File: config.mk
export PLATFORM = sky130hd
export DESIGN_NAME = industrial_pump_monitor
export DESIGN_NICKNAME = d
export VERILOG_FILES = /design/src/rtl/pump_monitor_pkg.sv /design/src/rtl/pump_sensor_filter.sv /design/src/rtl/industrial_pump_monitor.sv
export SDC_FILE = /design/constraint.sdc
export NUM_CORES = 1
export LEC_CHECK = 0
export CAP_MARGIN = 10
export CORE_ASPECT_RATIO = 0.6
export CORE_UTILIZATION = 30
export CTS_CLUSTER_DIAMETER = 150
export DETAILED_ROUTE_END_ITERATION = 16
export GPL_ROUTABILITY_DRIVEN = 0
export GPL_TIMING_DRIVEN = 0
export SLEW_MARGIN = 10
export SYNTH_ARGS = -nofsm -noshare
export SYNTH_HDL_FRONTEND = slang
export SYNTH_HIERARCHICAL = 1
export SYNTH_SLANG_ARGS = --single-unit
File: constraint.sdc
create_clock -name clk -period 1.95 [get_ports clk]
set_clock_uncertainty 0.15 [all_clocks]
set_input_delay 0.39 -clock clk [delete_from_list [all_inputs] [get_ports clk]]
set_output_delay 0.39 -clock clk [all_outputs]
set_load 0.005 [all_outputs]
File: src/rtl/pump_monitor_pkg.sv
// Shared sensor/alarm indices and fault decode for the pump monitor.
package pump_monitor_pkg;

  localparam int SENS_PWR = 0;
  localparam int SENS_PRS = 1;
  localparam int SENS_LVL = 2;
  localparam int SENS_FLW = 3;
  localparam int SENS_TMP = 4;
  localparam int SENS_VIB = 5;

  localparam int ALM_RUN = 0;
  localparam int ALM_PRS = 1;
  localparam int ALM_LVL = 2;
  localparam int ALM_FLW = 3;
  localparam int ALM_TMP = 4;
  localparam int ALM_VIB = 5;

  localparam int DEB_CNT_W = 8;

  // Live fault conditions, indexed by ALM_*; the ALM_RUN slot is always 0.
  function automatic logic [5:0] alarm_decode(input logic [5:0] f);
    logic [5:0] a;
    logic       pwr;
    pwr        = f[SENS_PWR];
    a          = '0;
    a[ALM_PRS] = pwr & ~f[SENS_PRS];
    a[ALM_LVL] = pwr & ~f[SENS_LVL];
    a[ALM_FLW] = pwr & ~f[SENS_FLW];
    a[ALM_TMP] = pwr &  f[SENS_TMP];
    a[ALM_VIB] = pwr &  f[SENS_VIB];
    return a;
  endfunction

endpackage

File: src/rtl/pump_sensor_filter.sv
// One sensor bit: 2-flop synchroniser followed by a consecutive-cycle debounce.
module pump_sensor_filter
  import pump_monitor_pkg::*;
#(
  parameter int   DEBOUNCE_CYCLES = 4,
  parameter logic RST_VAL         = 1'b0
) (
  input  logic clk,
  input  logic rst,
  input  logic i_raw,
  output logic o_filt
);

  logic                 r_sync1;
  logic                 r_sync2;
  logic                 r_filt;
  logic [DEB_CNT_W-1:0] r_cnt;

  always_ff @(posedge clk) begin
    if (rst) begin
      r_sync1 <= RST_VAL;
      r_sync2 <= RST_VAL;
      r_filt  <= RST_VAL;
      r_cnt   <= '0;
    end else begin
      r_sync1 <= i_raw;
      r_sync2 <= r_sync1;
      if (r_sync2 != r_filt) begin
        if (r_cnt == DEB_CNT_W'(DEBOUNCE_CYCLES - 1)) begin
          r_filt <= r_sync2;
          r_cnt  <= '0;
        end else begin
          r_cnt <= r_cnt + 1'b1;
        end
      end else begin
        r_cnt <= '0;
      end
    end
  end

  assign o_filt = r_filt;

endmodule

File: src/rtl/industrial_pump_monitor.sv
// Pump fault monitor: six filtered sensors decoded into run-OK plus five alarms.
// Define FAULT_LATCH_EN to make alarms sticky until acknowledged with fault_clr.
module industrial_pump_monitor
  import pump_monitor_pkg::*;
#(
  parameter int DEBOUNCE_CYCLES = 4
) (
  input  logic clk,
  input  logic rst,
  input  logic S1,
  input  logic S2,
  input  logic S3,
  input  logic S4,
  input  logic S5,
  input  logic S6,
  input  logic fault_clr,
  output logic A1,
  output logic A2,
  output logic A3,
  output logic A4,
  output logic A5,
  output logic A6
);

  logic [5:0] w_sens;
  logic [5:0] w_filt;
  logic [5:0] w_live;
  logic       w_pwr;
  logic [5:0] r_alm;

  assign w_sens = {S6, S5, S4, S3, S2, S1};

  for (genvar g = 0; g < 6; g++) begin : g_filt
    pump_sensor_filter #(
      .DEBOUNCE_CYCLES(DEBOUNCE_CYCLES),
      .RST_VAL        (1'b0)
    ) u_filt (
      .clk   (clk),
      .rst   (rst),
      .i_raw (w_sens[g]),
      .o_filt(w_filt[g])
    );
  end

  assign w_pwr  = w_filt[SENS_PWR];
  assign w_live = alarm_decode(w_filt);

`ifdef FAULT_LATCH_EN
  logic [5:0] w_latch_nxt;

  // A live condition always wins over an acknowledge in the same cycle.
  assign w_latch_nxt = w_pwr ? (w_live | (r_alm & 6'b111110 & ~{6{fault_clr}})) : '0;

  always_ff @(posedge clk) begin
    if (rst) begin
      r_alm <= '0;
    end else begin
      r_alm <= {w_latch_nxt[5:1], w_pwr & ~|w_latch_nxt};
    end
  end
`else
  logic w_unused_clr;
  assign w_unused_clr = fault_clr;

  always_ff @(posedge clk) begin
    if (rst) begin
      r_alm <= '0;
    end else begin
      r_alm <= {w_live[5:1], w_pwr & ~|w_live};
    end
  end
`endif

  assign A1 = r_alm[ALM_RUN];
  assign A2 = r_alm[ALM_PRS];
  assign A3 = r_alm[ALM_LVL];
  assign A4 = r_alm[ALM_FLW];
  assign A5 = r_alm[ALM_TMP];
  assign A6 = r_alm[ALM_VIB];

endmodule

# ---- Word-level counts from Yosys, hierarchy flattened
# Cells that the tools add are included.
dict set report totals {
  rom_bits 0
  output_inout_bits 6
  elab_cells 72
  n_memories 0
  in_bits 9
  latch_bits 0
  ram_bits 0
  ff_bits 72
}
dict set report op_classes {
  n_reduce_logical 14
  n_mul 0
  n_lt_le_gt_ge 0
  shift 0
  bitwise 15
  n_div 0
  eq_ne 12
  addsub 6
  muxes 0
}
# operator count
set ops {}
lappend ops {{8-bit by 1-bit adder with 8-bit output (second input constant)} 6}
lappend ops {{8-bit by 2-bit equality test with 1-bit output (second input constant)} 6}
lappend ops {{3-bit OR reduction} 6}
lappend ops {{2-bit AND reduction} 6}
lappend ops {{1-bit inverter} 9}
lappend ops {{1-bit bitwise AND} 6}
lappend ops {{1-bit != test} 6}
lappend ops {{5-bit OR reduction} 1}
lappend ops {{1-bit zero test} 1}

# ---- Depth between registers and ports, before layout
# Gate-level depths: netlist of run 1.
dict set report logic_depth {
  ltp_word 5
  mapped_depth 4
  ltp_nobuf 4
}

# ---- Cells and area by module
# Netlist of run 1, hierarchy kept.
# module cells_per_inst area_each_um2 n_inst seq_area_each_um2
set by_module_without_submodules {}
lappend by_module_without_submodules {pump_sensor_filter 48 449.2 6 220.2}
lappend by_module_without_submodules {industrial_pump_monitor 16 186.4 1 120.1}

# ---- Worst setup path after synthesis of run 1
# Ideal clock, no wire load.
dict set report synth_path {
  path_type {register to register}
  start {reg g_filt[4].u_filt.r_cnt[0]}
  end {reg g_filt[4].u_filt.r_filt}
  stages_incl_launch_ff 5
  setup_ns 0.070
  arrival_time_ns 1.443
  t_required_ns 1.730
  path_buffers 0
  slack_ns 0.287
  period_less_slack_ns 1.663
  cell_sequence {dfxtp_1 ha_1 or4b_4 or3_1 a21oi_1}
}
dict set report synth_between {
  elab_chain_len 2
}
# item line
set synth_rtl {}
lappend synth_rtl {{from (decl)} pump_sensor_filter.sv:17} ;# logic [DEB_CNT_W-1:0] r_cnt;
lappend synth_rtl {{from (signal assigned)} pump_sensor_filter.sv:33} ;# r_cnt <= r_cnt + 1'b1;
lappend synth_rtl {{8-bit by 2-bit equality test with 1-bit output} pump_sensor_filter.sv:29} ;# if (r_cnt == DEB_CNT_W'(DEBOUNCE_CYCLES - 1)) begin
lappend synth_rtl {{2-bit AND reduction (no source line)} -}
lappend synth_rtl {{to (signal assigned)} pump_sensor_filter.sv:30} ;# r_filt <= r_sync2;
lappend synth_rtl {{to (decl)} pump_sensor_filter.sv:16} ;# logic r_filt;
# Every way passes these cells.
# A chain may end at the register's enable or synchronous reset.

# ---- Worst setup path in the final report of run 1
dict set report layout_path {
  start {reg g_filt[5].u_filt.r_cnt[0]}
  end {reg g_filt[5].u_filt.r_cnt[2]}
}
dict set report layout_between {
  elab_chain_len 2
  elab_cells_between_ends 3
  classes_between {add/sub (1); eq/ne (1); reduce/logical (1)}
}
# item line
set layout_rtl {}
lappend layout_rtl {{from (decl)} pump_sensor_filter.sv:17}
lappend layout_rtl {{from (signal assigned)} pump_sensor_filter.sv:33}
lappend layout_rtl {{branches (longest 2 deep; another with 8-bit by 1-bit adder with 8-bit output)} -}
# Several ways; the timed one is not identified.

==> results of run 1 <==
report_power, final:
part | switching, mW | internal (mW)
Sequential | 0.00849 | 1.49
Combinational | 0.0273 | 0.0272
Clock | 0.623 | 1.29
synthesized netlist by cell type (12+ instances only):
cell | n | area share
sky130_fd_sc_hd__a21oi_1 | 24 | 0.042
sky130_fd_sc_hd__nor2_1 | 35 | 0.046
sky130_fd_sc_hd__nand2_1 | 12 | 0.016
sky130_fd_sc_hd__nand3_1 | 19 | 0.033
sky130_fd_sc_hd__or3_1 | 30 | 0.065
sky130_fd_sc_hd__inv_1 | 20 | 0.026
sky130_fd_sc_hd__xor2_1 | 18 | 0.055
sky130_fd_sc_hd__dfxtp_1 | 72 | 0.50
sky130_fd_sc_hd__nor2b_1 | 12 | 0.026
sky130_fd_sc_hd__o21ai_0 | 24 | 0.042
sky130_fd_sc_hd__ha_1 | 12 | 0.052
logic make-up after synthesis:
kind of cell | Yosys count | synth area share
compound gates | 54 | 0.109
simple gates | 122 | 0.239
flops | 72 | 0.500
xor+xnor | 24 | 0.0729
buf+inv | 20 | 0.0261
fa+ha+maj | 12 | 0.0521
timing repair:
action | CTS | global route
gates resized for setup | 0 | 1
hold buffers | 0 | 0
endpoints found under the setup margin | 0 | 49
setup buffers | 0 | 0
endpoints found under the hold margin | 0 | 0
placed cells by master (no fill, tap or decap):
cell type / Yosys / final
sky130_fd_sc_hd__or4b_4: 6 / 6
sky130_fd_sc_hd__nor2_1: 35 / 35
sky130_fd_sc_hd__nand2b_4: 1 / 1
sky130_fd_sc_hd__clkdlybuf4s50_1: 0 / 12
sky130_fd_sc_hd__or3_1: 30 / 30
sky130_fd_sc_hd__dfxtp_1: 72 / 72
sky130_fd_sc_hd__o211ai_2: 6 / 6
sky130_fd_sc_hd__nor2b_1: 12 / 12
sky130_fd_sc_hd__inv_6: 0 / 1
sky130_fd_sc_hd__nand3_1: 19 / 19
sky130_fd_sc_hd__nand2_1: 12 / 12
sky130_fd_sc_hd__xnor2_1: 6 / 6
sky130_fd_sc_hd__a21oi_1: 24 / 24
sky130_fd_sc_hd__bufinv_16: 0 / 3
sky130_fd_sc_hd__xor2_1: 18 / 18
sky130_fd_sc_hd__o21ai_0: 24 / 24
sky130_fd_sc_hd__clkinv_4: 0 / 1
sky130_fd_sc_hd__dlymetal6s2s_1: 0 / 1
sky130_fd_sc_hd__clkinvlp_4: 0 / 1
sky130_fd_sc_hd__inv_1: 20 / 20
sky130_fd_sc_hd__nor4_4: 1 / 1
sky130_fd_sc_hd__clkbuf_16: 0 / 9
sky130_fd_sc_hd__nand4_1: 6 / 6
sky130_fd_sc_hd__clkbuf_8: 0 / 1
sky130_fd_sc_hd__ha_1: 12 / 12
layout make-up:
class / count / share of cell area
clock inverter: 6 / 0.0326
sequential: 72 / 0.408
inverter: 20 / 0.0213
timing repair buffer: 13 / 0.0376
tap: 130 / 0.0461
clock buffer: 10 / 0.0677
multi-input combinational: 212 / 0.387
routing by layer:
layer	GRT usage	up-vias	wire [µm]
met5	0	-	0
met4	0.0565	0	69
met3	0.0455	10	166
met2	0.152	16	2010
met1	0.143	956	2590
li1	-	1103	-
per-stage QoR:
step	power, mW	std cells	util	setup slack, ns	hold slack (ns)
2_1_floorplan	1.55	304	-	0.287	0.264
3_3_place_gp	1.58	447	0.343	-0.245	0.280
3_5_place_dp	1.58	447	0.343	-0.314	0.275
4_1_cts	3.51	463	0.381	0.0463	0.294
5_1_grt	3.59	463	0.381	0.0105	0.312
6_report	3.46	463	0.381	0.123	0.295
registers in the layout (all words and copies together) (netlist names):
register and flops:
g_filt.u_filt/r_sync1 6, g_filt.u_filt/r_cnt 48, g_filt.u_filt/r_sync2 6, g_filt.u_filt/o_filt 6, r_alm 6
how the worst min path moves through the flow:
stage                        startpoint                       end  slack (ns)  cells past startpoint
2_1_floorplan  g_filt[0].u_filt/r_sync1  g_filt[0].u_filt/r_sync2        0.26                      1
3_3_place_gp   g_filt[2].u_filt/r_sync1  g_filt[2].u_filt/r_sync2        0.28                      1
3_5_place_dp   g_filt[4].u_filt/r_sync1  g_filt[4].u_filt/r_sync2        0.28                      1
4_1_cts        g_filt[2].u_filt/r_sync1  g_filt[2].u_filt/r_sync2        0.29                      1
5_1_grt        g_filt[4].u_filt/r_sync1  g_filt[4].u_filt/r_sync2        0.31                      1
6_report       g_filt[3].u_filt/r_sync1  g_filt[3].u_filt/r_sync2        0.30                      1
worst max-delay path, delay by kind of cell (launching register included):
family | cells | cell delay (ns)
AOI/OAI and AO/OA | 1 | 0.40
adders and majority gates | 1 | 0.20
and+or+nand+nor | 2 | 0.58
DFF | 1 | 0.38
==> results.rst, run 1 <==
.. list-table::
   :header-rows: 1

   * - Metric
     - Value
   * - Insertion delay to the later sink of the worst-skew pair
     - between 0.3 and 0.4 ns
   * - Worst min-delay path class
     - flop to flop
   * - Die area
     - ~10000 µm²
   * - Required time worst endpoint
     - 2.01 ns
   * - Measured slew at the worst slew-check pin
     - 0.957 ns
   * - Count of mapped cells out of synthesis
     - 304
   * - Async set or reset register ratio after synthesis
     - 0
   * - Relative slew slack
     - 0.361
   * - Detailed router's first-iteration violation count
     - 83
   * - Number of setup violations in the final report
     - 0
   * - First-pass GRT wire length
     - 8470 µm
   * - Area of the core region
     - 9260 µm²
   * - Unrepaired setup endpoints after global routing
     - no
   * - Number of clock sinks seen by CTS
     - 72
   * - Total power divided by cell area
     - just under 1000 nW/µm²
   * - Startpoint class of the critical path
     - flop
   * - CP Launch Point
     - g_filt[5].u_filt/r_cnt[0]
   * - Cells along the critical path
     - ha_1, or4b_4, o211ai_2, nor2_1
   * - CTS tree
     - built
   * - Number of antenna violations at the first check in global routing
     - 0
   * - Seq/Total Area, Yosys
     - 0.500
   * - CTS H-tree lvls
     - 3
   * - DRC violations left
     - 0
   * - Type of the setup path with the least slack
     - flop to flop
   * - Filler instances
     - 910
   * - Critical path's slowest cell
     - sky130_fd_sc_hd__or4b_4
   * - Netlist area before placement
     - 2880 µm²
   * - Reg-to-Reg End
     - g_filt[5].u_filt/r_cnt[2]
   * - Post-Syn Nets
     - between 300 and 400
   * - Final critical delay including setup and external delays
     - 1.83 ns
   * - CP Capture Type
     - flop
   * - Hold Vio Cnt, Final
     - 0
   * - Highest net fanout along the worst path
     - 8
   * - Number of detailed-route iterations in the first pass
     - 4
   * - Final setup TNS
     - 0 ns
   * - Origin of the critical flop-to-flop path
     - g_filt[5].u_filt/r_cnt[0]
   * - Via/cell ratio
     - 4.50
   * - Cell variety after synth
     - 17
   * - Count of inserted antenna diode cells
     - 0
   * - Routed vias
     - 2085
   * - Remaining antenna violation count
     - 0
   * - Wire length per cell after detailed routing
     - 10.4 µm
   * - Maximum number of pins on one net before global-route repair
     - 26
   * - Number of synthesized register bits
     - 72
   * - HPWL after DPL
     - ~3300 µm
   * - Syn. warnings
     - 6
   * - Starting Density
     - 0.311
   * - Placement Rows
     - 27
   * - Sequential cell area
     - 1440 µm²
   * - Number of pins with negative max-slew slack in the final report
     - 0
   * - Maximum clock frequency
     - between 500 and 600 MHz
   * - Clock root buffer master
     - sky130_fd_sc_hd__clkbuf_16
   * - Reg clk slew, reported paths
     - 0.06 ns
   * - Share of layout cells above drive strength 1
     - 0.0901
   * - Status
     - finished clean
   * - Count of port buffers added during placement
     - 13
   * - Area post-placement
     - 3170 µm²
   * - Dominant synthesized flop cell
     - sky130_fd_sc_hd__dfxtp_1
   * - Post-layout instance area
     - 3530 µm²
   * - Mean cell area of the mapped netlist
     - 9.48 µm²
   * - Number of global-route vias before repair
     - about 1900
   * - Footprint of the multi-input gates
     - roughly 1400 µm²
   * - Count of flip-flops with a built-in enable after synthesis
     - 0
   * - Highest ir drop seen on vdd
     - around 0.45 mV
   * - Logic depth of the worst register-to-register path
     - 4
   * - End point of the critical path
     - g_filt[5].u_filt/r_cnt[2]
   * - Register-to-register setup slack
     - ~0.12 ns
   * - Worst stage delay on the critical path
     - 0.49 ns
   * - Synth-to-layout area growth
     - 22.5%
   * - TritonCTS Buffers
     - 9
   * - Leakage power of the design
     - 1.28 nW
   * - Vertical extent of the die
     - 77.9 µm
   * - IO Pins
     - 15
   * - NumNets Final
     - around 350
   * - Max-Cap Viols
     - 0
   * - Grt total ovfl
     - 0
   * - Clock tree buffer depth
     - 2
   * - CP Data Arrival Time
     - 1.89 ns
   * - Wire length after detailed routing
     - between 4000 and 5000 µm
   * - Tcrit/Tclk final
     - 0.937
   * - Chip width
     - 129 µm
   * - Combined global-route utilization of all metal layers
     - 0.109
(Power assumes the default switching activity.)
==> inputs of run 2 (changes only) <==
- CAP_MARGIN: 10 -> 0
- clock period: 1.95 -> 2.33 ns (I/O delays scaled with it)
==> run 2 against run 1 <==
Total power is 16% lower. Hold slack hardly changed. Register-to-register slack better by 0.38 ns. Critical path depth stayed put. Clock-buffer cell count stayed put. Clock power is 16% lower. Largest cell class unchanged. Combinational power is 16% lower.
==> results.rst, run 2 (synthesis results as in run 1) <==
.. list-table::
   :header-rows: 1

   * - Metric
     - Value
   * - Register-to-register setup slack
     - 0.50 ns (was 0.12 ns)
   * - Starting Density
     - 0.311 (unchanged)
   * - Area of the core region
     - 9260 µm² (unchanged)
   * - Clock tree buffer depth
     - 2 (unchanged)
   * - Tcrit/Tclk final
     - 0.830
   * - Routed vias
     - 2081 (was 2085)
   * - IO Pins
     - 15 (unchanged)
   * - Final Power
     - 2.90 mW (was 3.46 mW)
   * - Highest ir drop seen on vdd
     - 0.377 mV (was 0.450 mV)
   * - Setup WS post-layout
     - 0.396 ns (was 0.123 ns)
   * - Maximum number of pins on one net before global-route repair
     - 26 (unchanged)
   * - CP Data Arrival Time
     - 1.99 ns (was 1.89 ns)
   * - Detailed router's first-iteration violation count
     - 84 (was 83)
   * - Source of the worst hold timing path
     - g_filt[2].u_filt/r_sync1 (was g_filt[3].u_filt/r_sync1)
   * - Grt total ovfl
     - 0 (unchanged)
   * - DRC violations left
     - 0 (unchanged)
   * - Register ranked first by flip-flop count
     - g_filt.u_filt/r_cnt (unchanged)
   * - Leakage power of the design
     - 1.27 nW (was 1.28 nW)
   * - Terminating pin of the worst hold path
     - g_filt[2].u_filt/r_sync2 (was g_filt[3].u_filt/r_sync2)
   * - TritonCTS Buffers
     - 9 (unchanged)
   * - Relative slew slack
     - 0.357 (was 0.361)
   * - Resized cells post-CTS
     - 0 (unchanged)
   * - Combined global-route utilization of all metal layers
     - 0.109 (unchanged)
   * - CTS H-tree lvls
     - 3 (unchanged)
   * - Startpoint class of the critical path
     - primary input (was flop)
   * - Number of antenna violations at the first check in global routing
     - 0 (unchanged)
   * - Total power divided by cell area
     - 821 nW/µm² (was 981 nW/µm²)
   * - Required time worst endpoint
     - 2.39 ns (was 2.01 ns)
   * - Unrepaired setup endpoints after global routing
     - no (unchanged)
   * - Post-route core utilization
     - 0.381 (about the same)
   * - Highest net fanout along the worst path
     - 25 (was 8)
   * - Status
     - finished clean (unchanged)
   * - Via/cell ratio
     - 4.49 (was 4.50)
   * - Maximum clock frequency
     - 517 MHz
   * - First-pass GRT wire length
     - 8470 µm (unchanged)
   * - Number of global-route vias before repair
     - 1913 (unchanged)
   * - Type of the setup path with the least slack
     - primary input to flop (was flop to flop)
   * - Number of setup violations in the final report
     - 0 (unchanged)
   * - Largest register FFs
     - 48 (unchanged)
   * - Area post-placement
     - 3170 µm² (unchanged)
   * - Logic depth of the worst register-to-register path
     - 4 (unchanged)
   * - Top library cells by usage in the layout, fill and taps aside
     - 72 x sky130_fd_sc_hd__dfxtp_1, 35 x sky130_fd_sc_hd__nor2_1, 30 x sky130_fd_sc_hd__or3_1, 24 x sky130_fd_sc_hd__o21ai_0, 24 x sky130_fd_sc_hd__a21oi_1 (unchanged)
   * - Leading cell type in the layout, fill and taps excluded
     - sky130_fd_sc_hd__dfxtp_1 (unchanged)
   * - Post-layout instance area
     - 3530 µm² (about the same)
   * - Wire length after detailed routing
     - 4820 µm (was 4830 µm)
   * - CTS tree
     - built (unchanged)
   * - Count of inserted antenna diode cells
     - 0 (unchanged)
   * - Chip width
     - 129 µm (unchanged)
   * - Number of standard cells in the layout, taps in and fillers out
     - 463 (unchanged)
   * - Count of hold-fix buffers inserted at cts
     - 0 (unchanged)
   * - Vertical extent of the die
     - 77.9 µm (unchanged)
   * - HPWL after DPL
     - 3310 µm (unchanged)
   * - Number of clock sinks seen by CTS
     - 72 (unchanged)
   * - Reg-to-Reg End
     - g_filt[5].u_filt/r_cnt[2] (unchanged)
   * - Share of layout cells above drive strength 1
     - 0.0901 (unchanged)
   * - Reg clk slew, reported paths
     - 0.06 ns (about the same)
   * - Max-Cap Viols
     - 0 (unchanged)
   * - Hold Vio Cnt, Final
     - 0 (unchanged)
   * - Count of placed standard cells including taps
     - 447 (unchanged)
   * - Count of port buffers added during placement
     - 13 (unchanged)
   * - Number of detailed-route iterations in the first pass
     - 4 (unchanged)
   * - Origin of the critical flop-to-flop path
     - g_filt[5].u_filt/r_cnt[0] (unchanged)
   * - Measured slew at the worst slew-check pin
     - 0.962 ns (was 0.957 ns)
   * - Final critical delay including setup and external delays
     - 1.93 ns
   * - NumNets Final
     - 349 (unchanged)
   * - Worst slack at placement
     - -0.00997 ns (was -0.314 ns)
   * - Number of pins with negative max-slew slack in the final report
     - 0 (unchanged)
   * - Final setup TNS
     - 0 ns (unchanged)
   * - Clock root buffer master
     - sky130_fd_sc_hd__clkbuf_16 (unchanged)
   * - CP Capture Type
     - flop (unchanged)
   * - Worst min-delay path class
     - flop to flop (unchanged)
   * - Die area
     - 10000 µm² (unchanged)
   * - Hold depth
     - 1 (unchanged)
   * - Worst hold margin
     - 0.295 ns (about the same)
   * - Placement Rows
     - 27 (unchanged)
   * - Insertion delay to the later sink of the worst-skew pair
     - 0.33 ns (about the same)
   * - Remaining antenna violation count
     - 0 (unchanged)
   * - Synth-to-layout area growth
     - 22.4% (was 22.5%)
   * - # Post-CTS Setup Buffers
     - 0 (unchanged)
   * - Wire length per cell after detailed routing
     - 10.4 µm (about the same)
## run 2: power breakdown
group	switching [mW]	internal, mW	total (mW)	leakage (nW)
registers	0.00710	1.24	1.25	0.583
clock network	0.522	1.08	1.60	0.169
logic	0.0229	0.0230	0.0458	0.517
## run 2: final cells by class
cell class | instances | area, µm²
Timing Repair Buffer | 13 | 130
Multi-Input combinational cell | 212 | 1370
Sequential cell | 72 | 1440
Inverter | 20 | 75.1
Clock buffer | 10 | 239
Clock inverter | 6 | 115
Fill cell | 911 | 5730
Tap cell | 130 | 163
## run 2: layer usage
layer / vias up / wire length [µm] / global-route usage
met4: 0 / 69 / 0.0565
met2: 16 / 2010 / 0.152
met5: - / 0 / 0
met3: 10 / 166 / 0.0455
met1: 952 / 2580 / 0.143
li1: 1103 / - / -
## run 2: worst max-delay path by stage
stage | cells after the start | slack, ns | endpoint | start
after floorplan | 4 | 0.67 | g_filt[4].u_filt/o_filt | g_filt[4].u_filt/r_cnt[0]
after global placement | 4 | 0.06 | g_filt[4].u_filt/r_cnt[4] | rst
after detailed placement | 4 | -0.01 | g_filt[2].u_filt/r_cnt[4] | rst
after CTS | 4 | 0.35 | g_filt[2].u_filt/r_cnt[4] | rst
after global routing | 4 | 0.20 | g_filt[4].u_filt/r_cnt[7] | rst
final | 4 | 0.40 | g_filt[5].u_filt/r_cnt[2] | rst
## run 2: worst max-delay path, cell delays in order
cell	delay [ns]
sky130_fd_sc_hd__clkdlybuf4s50_1	1.10
sky130_fd_sc_hd__inv_1	0.12
sky130_fd_sc_hd__o211ai_2	0.21
sky130_fd_sc_hd__nor2_1	0.09
==> inputs of run 3 (changes only) <==
- clock period: 2.33 -> 1.85 ns (I/O delays scaled with it)
==> run 3 against run 2 <==
Hold slack worse by 0.012 ns. Register-to-register slack worse by 0.43 ns. Design area is 1.6% higher. Die area stayed put. Cell count stayed put. Sequential power is 26% higher. Via count is 0.58% higher. Clock-buffer cell count stayed put. Clock power is 26% higher. First-iteration DRC count is 7.1% lower. Critical path depth stayed put. Non-clock buffer count stayed put.
==> results.rst, run 3 (synthesis results as in run 1) <==
.. list-table::
   :header-rows: 1

   * - Metric
     - Value
   * - Top library cells by usage in the layout, fill and taps aside
     - 65 x sky130_fd_sc_hd__dfxtp_1, 35 x sky130_fd_sc_hd__nor2_1, 30 x sky130_fd_sc_hd__or3_1, 24 x sky130_fd_sc_hd__o21ai_0, 24 x sky130_fd_sc_hd__a21oi_1 (was 72 x sky130_fd_sc_hd__dfxtp_1, 35 x sky130_fd_sc_hd__nor2_1, 30 x sky130_fd_sc_hd__or3_1, 24 x sky130_fd_sc_hd__o21ai_0, 24 x sky130_fd_sc_hd__a21oi_1)
   * - Die area
     - 10000 µm² (unchanged)
   * - Clock root buffer master
     - sky130_fd_sc_hd__clkbuf_16 (unchanged)
   * - Number of detailed-route iterations in the first pass
     - 4 (unchanged)
   * - Terminating pin of the worst hold path
     - g_filt[4].u_filt/r_cnt[0] (was g_filt[2].u_filt/r_sync2)
   * - Cells along the critical path
     - ha_1, or4b_4, or3_1, a21oi_1 (was clkdlybuf4s50_1, inv_1, o211ai_2, nor2_1)
   * - Status
     - finished clean (unchanged)
   * - Count of inserted antenna diode cells
     - 0 (unchanged)
   * - Sequential cell area
     - 1450 µm² (was 1440 µm²)
   * - Critical path's slowest cell
     - sky130_fd_sc_hd__or4b_4 (was sky130_fd_sc_hd__clkdlybuf4s50_1)
   * - Max-Cap Viols
     - 0 (unchanged)
   * - Total buffers and inverters traversed by the critical path
     - 0 (was 2)
   * - Share of layout cells above drive strength 1
     - 0.117 (was 0.0901)
   * - Combined global-route utilization of all metal layers
     - 0.109 (unchanged)
   * - Number of global-route vias before repair
     - 1913 (unchanged)
   * - TritonCTS Buffers
     - 9 (unchanged)
   * - Grt total ovfl
     - 0 (unchanged)
   * - Reg-to-Reg End
     - g_filt[2].u_filt/o_filt (was g_filt[5].u_filt/r_cnt[2])
   * - Chip width
     - 129 µm (unchanged)
   * - DRC violations left
     - 0 (unchanged)
   * - Count of placed standard cells including taps
     - 447 (unchanged)
   * - Relative slew slack
     - 0.365 (was 0.357)
   * - Crit-path leading delay family
     - simple AND/OR/NAND/NOR gates (was buffers and inverters)
   * - NumNets Final
     - 349 (unchanged)
   * - Worst slack at placement
     - -0.394 ns (was -0.00997 ns)
   * - Filler instances
     - 911 (unchanged)
   * - Synth-to-layout area growth
     - 24.4% (was 22.4%)
   * - Vertical extent of the die
     - 77.9 µm (unchanged)
   * - Wire length after detailed routing
     - 4910 µm (was 4820 µm)
   * - Logic depth of the worst register-to-register path
     - 4 (unchanged)
   * - Insertion delay to the later sink of the worst-skew pair
     - 0.33 ns (about the same)
   * - Worst stage delay on the critical path
     - 0.50 ns (was 1.10 ns)
   * - Origin of the critical flop-to-flop path
     - g_filt[2].u_filt/r_cnt[0] (was g_filt[5].u_filt/r_cnt[0])
   * - Remaining antenna violation count
     - 0 (unchanged)
   * - Leading cell type in the layout, fill and taps excluded
     - sky130_fd_sc_hd__dfxtp_1 (unchanged)
   * - Number of antenna violations at the first check in global routing
     - 0 (unchanged)
   * - Register ranked first by flip-flop count
     - g_filt.u_filt/r_cnt (unchanged)
   * - Measured slew at the worst slew-check pin
     - 0.952 ns (was 0.962 ns)
   * - Hold Vio Cnt, Final
     - 0 (unchanged)
   * - Number of standard cells in the layout, taps in and fillers out
     - 463 (unchanged)
   * - HPWL after DPL
     - 3310 µm (unchanged)
   * - Reg clk slew, reported paths
     - 0.06 ns (about the same)
   * - Via/cell ratio
     - 4.52 (was 4.49)
   * - Post-route core utilization
     - 0.387 (was 0.381)
   * - Highest net fanout along the worst path
     - 4 (was 25)
   * - Tcrit/Tclk final
     - 0.961
   * - Hold depth
     - 1 (unchanged)
   * - Starting Density
     - 0.311 (unchanged)
   * - Clock tree buffer depth
     - 2 (unchanged)
   * - Routed vias
     - 2093 (was 2081)
   * - CP Data Arrival Time
     - 1.88 ns (was 1.99 ns)
   * - Source of the worst hold timing path
     - g_filt[4].u_filt/r_cnt[0] (was g_filt[2].u_filt/r_sync1)
   * - Number of clock sinks seen by CTS
     - 72 (unchanged)
   * - CP Capture Type
     - flop (unchanged)
   * - Number of setup violations in the final report
     - 0 (unchanged)
   * - # Post-CTS Setup Buffers
     - 0 (unchanged)
   * - Footprint of the multi-input gates
     - 1410 µm² (was 1370 µm²)
   * - Number of pins with negative max-slew slack in the final report
     - 0 (unchanged)
   * - Detailed router's first-iteration violation count
     - 78 (was 84)
   * - Maximum clock frequency
     - around 560 MHz
   * - Leakage power of the design
     - 1.27 nW (about the same)
   * - Worst hold margin
     - 0.284 ns (was 0.295 ns)
   * - Total power divided by cell area
     - 1020 nW/µm² (was 821 nW/µm²)
   * - CTS H-tree lvls
     - 3 (unchanged)
   * - IO Pins
     - 15 (unchanged)
   * - Largest register FFs
     - 48 (unchanged)
   * - Worst min-delay path class
     - flop to flop (unchanged)
   * - First-pass GRT wire length
     - 8470 µm (unchanged)
   * - Wire length per cell after detailed routing
     - 10.6 µm (was 10.4 µm)
   * - Startpoint class of the critical path
     - flop (was primary input)
   * - Highest ir drop seen on vdd
     - 0.471 mV (was 0.377 mV)
   * - Setup WS post-layout
     - 0.0713 ns (was 0.396 ns)
   * - Maximum number of pins on one net before global-route repair
     - 26 (unchanged)
   * - Required time worst endpoint
     - 1.95 ns (was 2.39 ns)
   * - CTS tree
     - built (unchanged)
   * - Placement Rows
     - 27 (unchanged)
   * - Final critical delay including setup and external delays
     - 1.78 ns
   * - Area of the core region
     - 9260 µm² (unchanged)
   * - Count of port buffers added during placement
     - 13 (unchanged)
   * - Register-to-register setup slack
     - 0.07 ns (was 0.50 ns)
   * - Type of the setup path with the least slack
     - flop to flop (was primary input to flop)
[run 3: worst max path at each step]
stage | from | end | slack, ns | cells past startpoint
floorplan | g_filt[4].u_filt/r_cnt[0] | g_filt[4].u_filt/o_filt | 0.19 | 4
global placement | rst | g_filt[4].u_filt/r_cnt[4] | -0.32 | 4
detailed placement | rst | g_filt[2].u_filt/r_cnt[4] | -0.39 | 4
CTS | g_filt[5].u_filt/r_cnt[0] | g_filt[5].u_filt/r_cnt[2] | 0.02 | 4
global route | g_filt[0].u_filt/r_cnt[0] | g_filt[0].u_filt/o_filt | -0.0007 | 4
finish | g_filt[2].u_filt/r_cnt[0] | g_filt[2].u_filt/o_filt | 0.07 | 4
[run 3: worst reg2reg max path, delay by kind of cell (launching register included)]
kind            cells  cell delay, ns
simple gates        2            0.86
flops               1            0.38
fa+ha+maj           1            0.20
compound gates      1            0.12
[run 3: final cells by class]
type                    count  share of cell area
flip-flops and latches     72               0.405
clock buffers              10              0.0667
inverters                  20              0.0209
multi-input cells         212               0.394
clock inverters             6              0.0321
repair buffers             13              0.0360
well taps                 130              0.0454
[run 3: what timing repair did]
action / in CTS / in global routing
setup endpoints to repair: 42 / 51
gates resized for setup: 1 / 14
hold buffers: 0 / 0
pin swaps: 0 / 1
[run 3: through the flow]
stage / setup TNS [ns] / total power, mW / cell area, µm²
global route: -0.000715 / 3.79 / 3580
detailed placement: -21.46 / 1.67 / 3170
global placement: -16.78 / 1.67 / 3170
finish: 0 / 3.65 / 3580
floorplan: 0 / 1.64 / 2880
CTS: 0 / 3.70 / 3530
[run 3: power breakdown]
| part | leakage [nW] | switching, mW | internal (mW) |
|---|---|---|---|
| logic | 0.512 | 0.0329 | 0.0298 |
| registers | 0.586 | 0.00901 | 1.57 |
| clock network | 0.169 | 0.655 | 1.36 |
[run 3: per-layer routing]
| layer | up-vias | share of wire | track usage |
|---|---|---|---|
| met5 | - | 0 | 0 |
| met4 | 0 | 0.014 | 0.0565 |
| met3 | 10 | 0.037 | 0.0455 |
| met2 | 18 | 0.42 | 0.152 |
| met1 | 958 | 0.53 | 0.143 |
| li1 | 1107 | - | - |
